<file path="config.mk">
export PLATFORM = sky130hd
export DESIGN_NAME = target_reset_action_ctrl
export DESIGN_NICKNAME = d
export VERILOG_FILES = /design/src/rtl/target_reset_action_ctrl.sv
export SDC_FILE = /design/constraint.sdc
export NUM_CORES = 1
export LEC_CHECK = 0
export CAP_MARGIN = 20
export CORE_MARGIN = 5
export CORE_UTILIZATION = 35
export CTS_BUF_LIST = sky130_fd_sc_hd__clkbuf_8 sky130_fd_sc_hd__clkbuf_16
export DETAILED_ROUTE_END_ITERATION = 10
export GPL_TIMING_DRIVEN = 0
export PLACE_DENSITY = 0.82
export SLEW_MARGIN = 30
export SYNTH_ARGS = -nofsm -noshare
export SYNTH_HDL_FRONTEND = slang
export SYNTH_SLANG_ARGS = --single-unit
</file>
<file path="constraint.sdc">
create_clock -name clk_i -period 3.2 [get_ports clk_i]
set_input_delay 0.32 -clock clk_i [delete_from_list [all_inputs] [get_ports clk_i]]
set_output_delay 0.32 -clock clk_i [all_outputs]
set_load 0.05 [all_outputs]
</file>
<file path="src/rtl/target_reset_action_ctrl.sv">
`default_nettype none
//------------------------------------------------------------------------------
// Module  : target_reset_action_ctrl
// Brief   : I3C Target Reset Pattern detector and RSTACT/escalation action engine.
//           Optional escalation window timer: TARGET_RESET_ESCALATION_TIMEOUT_EN
// Revision: 1.0 - initial release
//------------------------------------------------------------------------------
module target_reset_action_ctrl #(
    parameter int PATTERN_TRANSITIONS = 14,
    parameter int CNT_W               = $clog2(PATTERN_TRANSITIONS + 1),
    parameter int TIMEOUT_W           = 20
) (
    input  logic                 clk_i,
    input  logic                 rst_ni,
    input  logic                 enable_i,
    input  logic                 scl_low_i,
    input  logic                 scl_high_i,
    input  logic                 sda_posedge_i,
    input  logic                 sda_negedge_i,
    input  logic                 start_detected_i,
    input  logic                 stop_detected_i,
    input  logic                 rstact_valid_i,
    input  logic [7:0]           rstact_i,
    input  logic                 escalation_clear_i,
    input  logic [TIMEOUT_W-1:0] timeout_cycles_i,
    output logic                 pattern_detect_o,
    output logic                 periph_reset_o,
    output logic                 target_reset_o,
    output logic                 escalated_o,
    output logic [1:0]           armed_action_o
);

    localparam logic [1:0] c_ST_IDLE     = 2'd0;
    localparam logic [1:0] c_ST_AWAIT_SR = 2'd1;
    localparam logic [1:0] c_ST_AWAIT_P  = 2'd2;
    localparam logic [1:0] c_ST_FIRE     = 2'd3;

    localparam logic [1:0] c_ACT_NONE    = 2'd0;
    localparam logic [1:0] c_ACT_PERIPH  = 2'd1;
    localparam logic [1:0] c_ACT_TARGET  = 2'd2;
    localparam logic [1:0] c_ACT_DEFAULT = 2'd3;

    localparam logic [CNT_W-1:0] c_CNT_MAX = CNT_W'(PATTERN_TRANSITIONS);

    logic [1:0]       r_state;
    logic [1:0]       w_state_next;
    logic [CNT_W-1:0] r_cnt;
    logic [1:0]       r_edge_cnt;
    logic             r_pattern_detect;
    logic             r_periph_reset;
    logic             r_target_reset;
    logic             r_escalated;
    logic [1:0]       r_armed;

    logic w_sda_edge;
    logic w_fire_entry;
    logic w_rstact_legal;
    logic w_periph_act;
    logic w_target_act;
    logic w_timer_expire;

    assign w_sda_edge     = sda_posedge_i | sda_negedge_i;
    assign w_rstact_legal = (rstact_i[7:2] == 6'd0) && (rstact_i[1:0] != 2'd3);
    assign w_periph_act   = (r_armed == c_ACT_PERIPH) ||
                            ((r_armed == c_ACT_DEFAULT) && !r_escalated);
    assign w_target_act   = (r_armed == c_ACT_TARGET) ||
                            ((r_armed == c_ACT_DEFAULT) && r_escalated);

    always_comb begin
        w_state_next = r_state;
        w_fire_entry = 1'b0;
        if (!enable_i) begin
            w_state_next = c_ST_IDLE;
        end else begin
            case (r_state)
                c_ST_IDLE: begin
                    if (r_cnt == c_CNT_MAX) w_state_next = c_ST_AWAIT_SR;
                end
                c_ST_AWAIT_SR: begin
                    if (scl_low_i || (r_edge_cnt >= 2'd2)) begin
                        w_state_next = c_ST_IDLE;
                    end else if (start_detected_i && scl_high_i) begin
                        w_state_next = c_ST_AWAIT_P;
                    end
                end
                c_ST_AWAIT_P: begin
                    if (r_edge_cnt >= 2'd2) begin
                        w_state_next = c_ST_IDLE;
                    end else if (stop_detected_i && scl_high_i) begin
                        w_state_next = c_ST_FIRE;
                        w_fire_entry = 1'b1;
                    end
                end
                default: w_state_next = c_ST_IDLE;
            endcase
        end
    end

    always_ff @(posedge clk_i or negedge rst_ni) begin
        if (!rst_ni) begin
            r_state <= c_ST_IDLE;
        end else begin
            r_state <= w_state_next;
        end
    end

    // The first rising edge after SCL falls is the tail of the previous bit, not a pattern transition.
    always_ff @(posedge clk_i or negedge rst_ni) begin
        if (!rst_ni) begin
            r_cnt <= '0;
        end else if (!enable_i || (r_state != c_ST_IDLE) || scl_high_i) begin
            r_cnt <= '0;
        end else if ((r_cnt != c_CNT_MAX) &&
                     (sda_negedge_i || (sda_posedge_i && (r_cnt != '0)))) begin
            r_cnt <= r_cnt + 1'b1;
        end
    end

    always_ff @(posedge clk_i or negedge rst_ni) begin
        if (!rst_ni) begin
            r_edge_cnt <= 2'd0;
        end else if (!enable_i || (w_state_next != r_state)) begin
            r_edge_cnt <= 2'd0;
        end else if (w_sda_edge && (r_edge_cnt != 2'd3)) begin
            r_edge_cnt <= r_edge_cnt + 2'd1;
        end
    end

    always_ff @(posedge clk_i or negedge rst_ni) begin
        if (!rst_ni) begin
            r_pattern_detect <= 1'b0;
            r_periph_reset   <= 1'b0;
            r_target_reset   <= 1'b0;
        end else begin
            r_pattern_detect <= w_fire_entry;
            r_periph_reset   <= w_fire_entry && w_periph_act;
            r_target_reset   <= w_fire_entry && w_target_act;
        end
    end

    // A write landing with the firing pattern supersedes the single-use return to default.
    always_ff @(posedge clk_i or negedge rst_ni) begin
        if (!rst_ni) begin
            r_armed <= c_ACT_DEFAULT;
        end else if (rstact_valid_i && w_rstact_legal) begin
            r_armed <= rstact_i[1:0];
        end else if (w_fire_entry) begin
            r_armed <= c_ACT_DEFAULT;
        end
    end

    always_ff @(posedge clk_i or negedge rst_ni) begin
        if (!rst_ni) begin
            r_escalated <= 1'b0;
        end else if (w_fire_entry && (r_armed == c_ACT_DEFAULT)) begin
            r_escalated <= !r_escalated;
        end else if (escalation_clear_i || w_timer_expire) begin
            r_escalated <= 1'b0;
        end
    end

`ifdef TARGET_RESET_ESCALATION_TIMEOUT_EN
    logic [TIMEOUT_W-1:0] r_timer;
    logic                 r_timer_run;

    assign w_timer_expire = r_timer_run && r_escalated && (r_timer == TIMEOUT_W'(1));

    always_ff @(posedge clk_i or negedge rst_ni) begin
        if (!rst_ni) begin
            r_timer     <= '0;
            r_timer_run <= 1'b0;
        end else if (w_fire_entry && (r_armed == c_ACT_DEFAULT) && !r_escalated) begin
            r_timer     <= timeout_cycles_i;
            r_timer_run <= (timeout_cycles_i != '0);
        end else if (!r_escalated || w_timer_expire) begin
            r_timer_run <= 1'b0;
            if (w_timer_expire) r_timer <= '0;
        end else if (r_timer_run) begin
            r_timer <= r_timer - 1'b1;
        end
    end
`else
    logic w_unused_timeout;

    assign w_timer_expire   = 1'b0;
    assign w_unused_timeout = ^timeout_cycles_i;
`endif

    assign pattern_detect_o = r_pattern_detect;
    assign periph_reset_o   = r_periph_reset;
    assign target_reset_o   = r_target_reset;
    assign escalated_o      = r_escalated;
    assign armed_action_o   = r_armed;

endmodule
`default_nettype wire
</file>
Yosys cells after proc, flatten, opt, wreduce, memory -nomap -nowiden:

Cells that the tools add are included.

* bitwise gates (word level): 1
* equal/unequal tests: 10
* reduce and logical (&&, ||, !) cells: 29
* order comparisons: 1
* muxes and demuxes: 19
* add/subtract/negate cells: 2

Operators with widths (number)
* 2-to-1 mux 2 bit: 10
* logical AND 1 bit: 12
* nonzero test 2 bit: 5
* 2-to-1 mux 4 bit: 2
* logical OR 1 bit: 7
* == test 2 bit, second input constant: 3
* logical NOT 6 bit: 1
* 2-to-1 mux 1 bit: 6
* one-hot mux 2 bit (3 select lines): 1
* adder 4 x 1 -> 4 bit, second input constant: 1
* == test 2 x 1 -> 1 bit, second input constant: 2
* == test 4 bit, second input constant: 1
* != test 2 bit, second input constant: 2
* != test 4 bit, second input constant: 1
* nonzero test 4 bit: 1
* adder 2 x 1 -> 2 bit, second input constant: 1
* >= comparator 2 bit, second input constant: 1
* logical NOT 1 bit: 2
* logical NOT 2 bit: 1
* != test 2 bit: 1
* OR 1 bit: 1

* bits in registers: 14
* output and inout bits: 6
* input bits: 39
* logic and storage cells: 70

Longest topological paths before layout:

* word-level depth: 8
* depth in mapped cells: 5
* gate-level depth less buffers: 5

Worst setup path before layout:

No wires, ideal clock.

* path kind: register to register
* start point: register r_cnt[0]
* end point: register r_cnt[2]
* path buffers: 0
* period minus slack after synthesis: 1368 ps
* data arrival time: 1289 ps
* setup time: 79 ps
* path slack: 1832 ps
* data required time: 3121 ps
* cell stages (with the launch flop): 6
* cells stage by stage: dfrtp_1 inv_1 ha_1 and3_4 nor4b_2 mux2i_1

* cells in the longest elaborated chain, start to end: 5
* elaborated cells between the ends (all ways): 9
* classes of those cells: 1 x add/sub; 1 x eq/ne; 2 x mux; 5 x reduce/logical

Ends and longest elaborated chain
* start: declaration: line 47 `logic [CNT_W-1:0] r_cnt;`
* start signal: assignment: line 115 `r_cnt <= r_cnt + 1'b1;`
* parallel branches: the longest is 5 deep, another holds adder 4 x 1 -> 4 bit

Parallel ways; which one is timed is not known. The select of a mux whose other input is x is not followed.
A chain may end at the register's enable or synchronous reset.

Worst setup path in the final report:

* start point: register r_armed[1], in the netlist armed_action_o[1]
* end point: output port armed_action_o[1]

RTL lines
* start: declaration: line 53 `logic [1:0] r_armed;`
* start signal: assignment: line 144 `r_armed <= c_ACT_DEFAULT;`
* start signal: assignment: line 146 `r_armed <= rstact_i[1:0];`
* start signal: assignment: line 148 `r_armed <= c_ACT_DEFAULT;`
* end: declaration: line 30 `output logic [1:0] armed_action_o`

No word-level cell between the ends.

==> summary.md <==
Post-CTS timing repair inserted 0 buffers for setup. The slowest stage of the critical path belongs to the cell clkdlybuf4s50_1. The routed design has 1.83 mm of wire.

The core region is 0.00248 mm2. The transition at the pin with the smallest max-transition slack is 0.619 ns. The logs give 0.912 for the final weighted congestion of routability-driven global placement and 906 um2 for the post-synthesis instance area.

After clock tree synthesis, the clock-pin slew on the worst setup and hold paths is 0.06 ns. Dividing the detail-routed via count by the number of cells gives 4.97. The longest clock path from root to sink contains 2 buffers. The logs give 0 for the max-slew violation count and 0.000517 uW for the cell leakage power. The launching element type of the critical path was a register. After detailed placement, the design holds a cell count of 136. The first routing iteration left 7 violations. Count of max-cap constraint violations: 0.

The tools report the number of hold-slack violations in the final timing report as 0. The logs give 782 for the number of global-route vias before repair and 0 for the count of antenna-violating nets left after detailed routing. Static timing analysis puts the maximum clock frequency at 516 MHz. The tools report the total of hold buffers inserted after clock tree synthesis as 0.

The floorplan has 18 rows. The worst hold path belongs to the class in -> async. The number of antenna diodes in the final layout is 0.

Each instance of the synthesized netlist takes up on average 11.0 um2. The tools report the number of synthesis warnings as 0. The kind of cell with the highest combined delay along the critical path is buffers and inverters. The share of the synthesized area in the top cell type was 33.1%; the synthesis-to-layout area growth was 36.7%.

Adding up every negative setup slack in the final design gives 0 ns. The tools report the root buffer cell as clkbuf_8. The layer flagged by global routing as most heavily used is met2.

Across the VDD grid, the largest voltage drop is 0.225 mV. The areal power density over the cells is 380 mW/mm2, and the HPWL after detailed placement is 1.48 mm. Data arrives at the worst endpoint at 1.62 ns. The worst setup path is captured at an output port. TritonCTS built the clock tree.

Setup violations remaining at the end of the flow were counted as 0. For this run the aggregate overflow at the end of global routing stands at 0. The fraction of the yosys area taken by sequential cells is 39.0%.

The run finished with clean final reports. Setup repair after global routing left no endpoint under its margin. The net count of the finished layout is 155.

The tools report the count of distinct cell types in the synthesized netlist as 30. Buffers placed on the I/O ports in this run total 24. Fill cells in the final layout number 226. Excluding fillers, the count of instances in the completed layout stands at 140. The met2 track demand over resource in global routing is 19.7%.

The logs give 0 for the number of design rule violations left after detail routing and 4.04% for the met3 track demand over resource. The setup path with the least slack is of type reg -> out. For the number of antenna violations at the first check in global routing, the log shows 0.

Sorting the synthesized cells by how often they occur yields 12 x dfrtp_1, 12 x nand2_1, 6 x mux2i_1. For the worst-skew pair, the clock arrives at the later sink with an insertion delay of 0.25 ns. The global routing met1 resource utilization came out at 13.4%. The depth of the critical timing path with buffers and inverters included was 1; the relative slew slack was 58.6%. Yosys mapped a number of flops with a built-in enable equal to 0.

Walking the worst path, the cells encountered are clkdlybuf4s50_1. The die is 60.9 um tall. The area enclosed by the die boundary was 0.00371 mm2; the effective utilization at floorplan was 36.6%. The clock net sink count came out at 14. The largest area contributor in the netlist was dfrtp_1.

In the finished design, the share of the clock period the worst path needs comes to 60.6%. The most used flip-flop cell after synthesis is dfrtp_1. The logs give 2.88 ns for the worst path required time and 3.18 mm for the first-pass GRT wire length. By area the synthesized netlist is led by dfrtp_1 33%, ha_1 6.9%, mux2i_1 6.6%, dfstp_2 5.8%, nor4b_4 5.2%. The number of buffers and inverters on the critical path was 1.

In this design, the stage delay of the slowest critical-path cell is 0.81 ns. The flip-flop and latch count after synthesis is 14, and the fraction of final layout cells with drive strength greater than 1 is 19.1%. The worst reg-to-reg path cell count works out to 4. The detailed router placed 696 vias in this run. Pin placement for this block handled 45 I/O pins.

Dividing the detail-routed wire length by the instance count gives 13.1 um. The run gives 82 as the synthesized instance count. Of all nets on the critical path, the largest fanout is 5.

After clock tree synthesis, the repair step resized 0 gates. The pin count of the biggest net entering global routing was 15; the worst clock skew on the final layout was 0.00607 ns. The number of H-tree levels is 1, and the x dimension of the die is 60.9 um. The first detailed-routing pass took 4 iterations.

The number of buffers created by CTS came out at 3. Of all flip-flops after synthesis, the portion carrying an async set or reset was 100%. The smallest clock period supported by the final layout is computed as 1.94 ns.

The net count after synthesis was 126. Across every metal layer, demand over resource in global routing totals 11.6%.
==> registers in the layout (all words and copies together), names as in the netlist <==
| name | flops |
|---|---|
| pattern_detect_o | 1 |
| target_reset_o | 1 |
| armed_action_o | 2 |
| escalated_o | 1 |
| periph_reset_o | 1 |
| r_cnt | 4 |
| r_state | 2 |
| r_edge_cnt | 2 |
==> power by group <==
part	internal [uW]	switching [uW]	total, uW
Clock	109	63.7	173
Combinational	52.3	47.9	100
Sequential	188	9.95	198
==> path summary, 6_finish.rpt <==
| check | from | slack [ns] | endpoint |
|---|---|---|---|
| min in group clk_i | escalated_o | 0.53 | escalated_o |
| hold reg to reg | escalated_o | 0.53 | escalated_o |
| max in group asynchronous | rst_ni | 2.33 | target_reset_o |
| setup / recovery | armed_action_o[1] | 1.26 | armed_action_o[1] |
| setup reg to reg | r_edge_cnt[1] | 1.68 | escalated_o |
| hold / removal | rst_ni | 0.46 | r_state[0] |
==> layer usage <==
| layer | share of wire, % | vias up |
|---|---|---|
| met3 | 6.3 | 2 |
| met4 | 0.55 | 0 |
| met2 | 50 | 21 |
| met5 | 0 | - |
| li1 | - | 349 |
| met1 | 43 | 324 |
==> stage by stage <==
step / utilization [%] / total power [uW] / setup slack, ns / hold slack [ns] / area [um2]
4_1_cts: 50.0 / 474 / 1.26 / 0.498 / 1240
3_5_place_dp: 47.8 / 301 / 1.50 / 0.535 / 1180
5_1_grt: 50.0 / 494 / 1.21 / 0.528 / 1240
6_report: 50.0 / 471 / 1.26 / 0.455 / 1240
2_1_floorplan: - / 257 / 1.83 / 0.0244 / 906
3_3_place_gp: 47.8 / 297 / 1.53 / 0.509 / 1180
==> final cells by class <==
| class | count | area [um2] | area share [%] |
|---|---|---|---|
| Inverter | 4 | 15.0 | 1.21 |
| Multi-Input combinational cell | 64 | 538 | 43.4 |
| Clock buffer | 4 | 55.1 | 4.44 |
| Sequential cell | 14 | 353 | 28.5 |
| Timing Repair Buffer | 24 | 240 | 19.4 |
| Tap cell | 30 | 37.5 | 3.03 |
==> logic make-up (layout without fill, tap and decap cells) <==
family,Yosys count,after routing,share of synthesized area (%)
multiplexers,8,8,9.12
AND/OR/NAND/NOR,41,41,32.7
adder cells (fa/ha/maj),5,5,6.91
flip-flops,14,14,39.0
XOR/XNOR,1,1,0.967
buffers and inverters,4,32,1.66
AO/OA/AOI/OAI,9,9,9.67
==> placed cells by master (no fill, tap or decap), types with 2 or more instances in the layout <==
cell	count
mux2i_1	6
dfstp_2	2
and3_1	2
nand3b_1	2
clkdlybuf4s50_1	24
nor2_1	4
nand3_1	3
ha_1	5
o21bai_1	3
nor3_2	2
inv_1	4
clkbuf_8	4
nor4b_4	2
dfrtp_1	12
mux2_2	2
a211oi_2	2
nand2_1	12
nand2b_1	5
No activity file was read; power rests on OpenSTA's default activity.
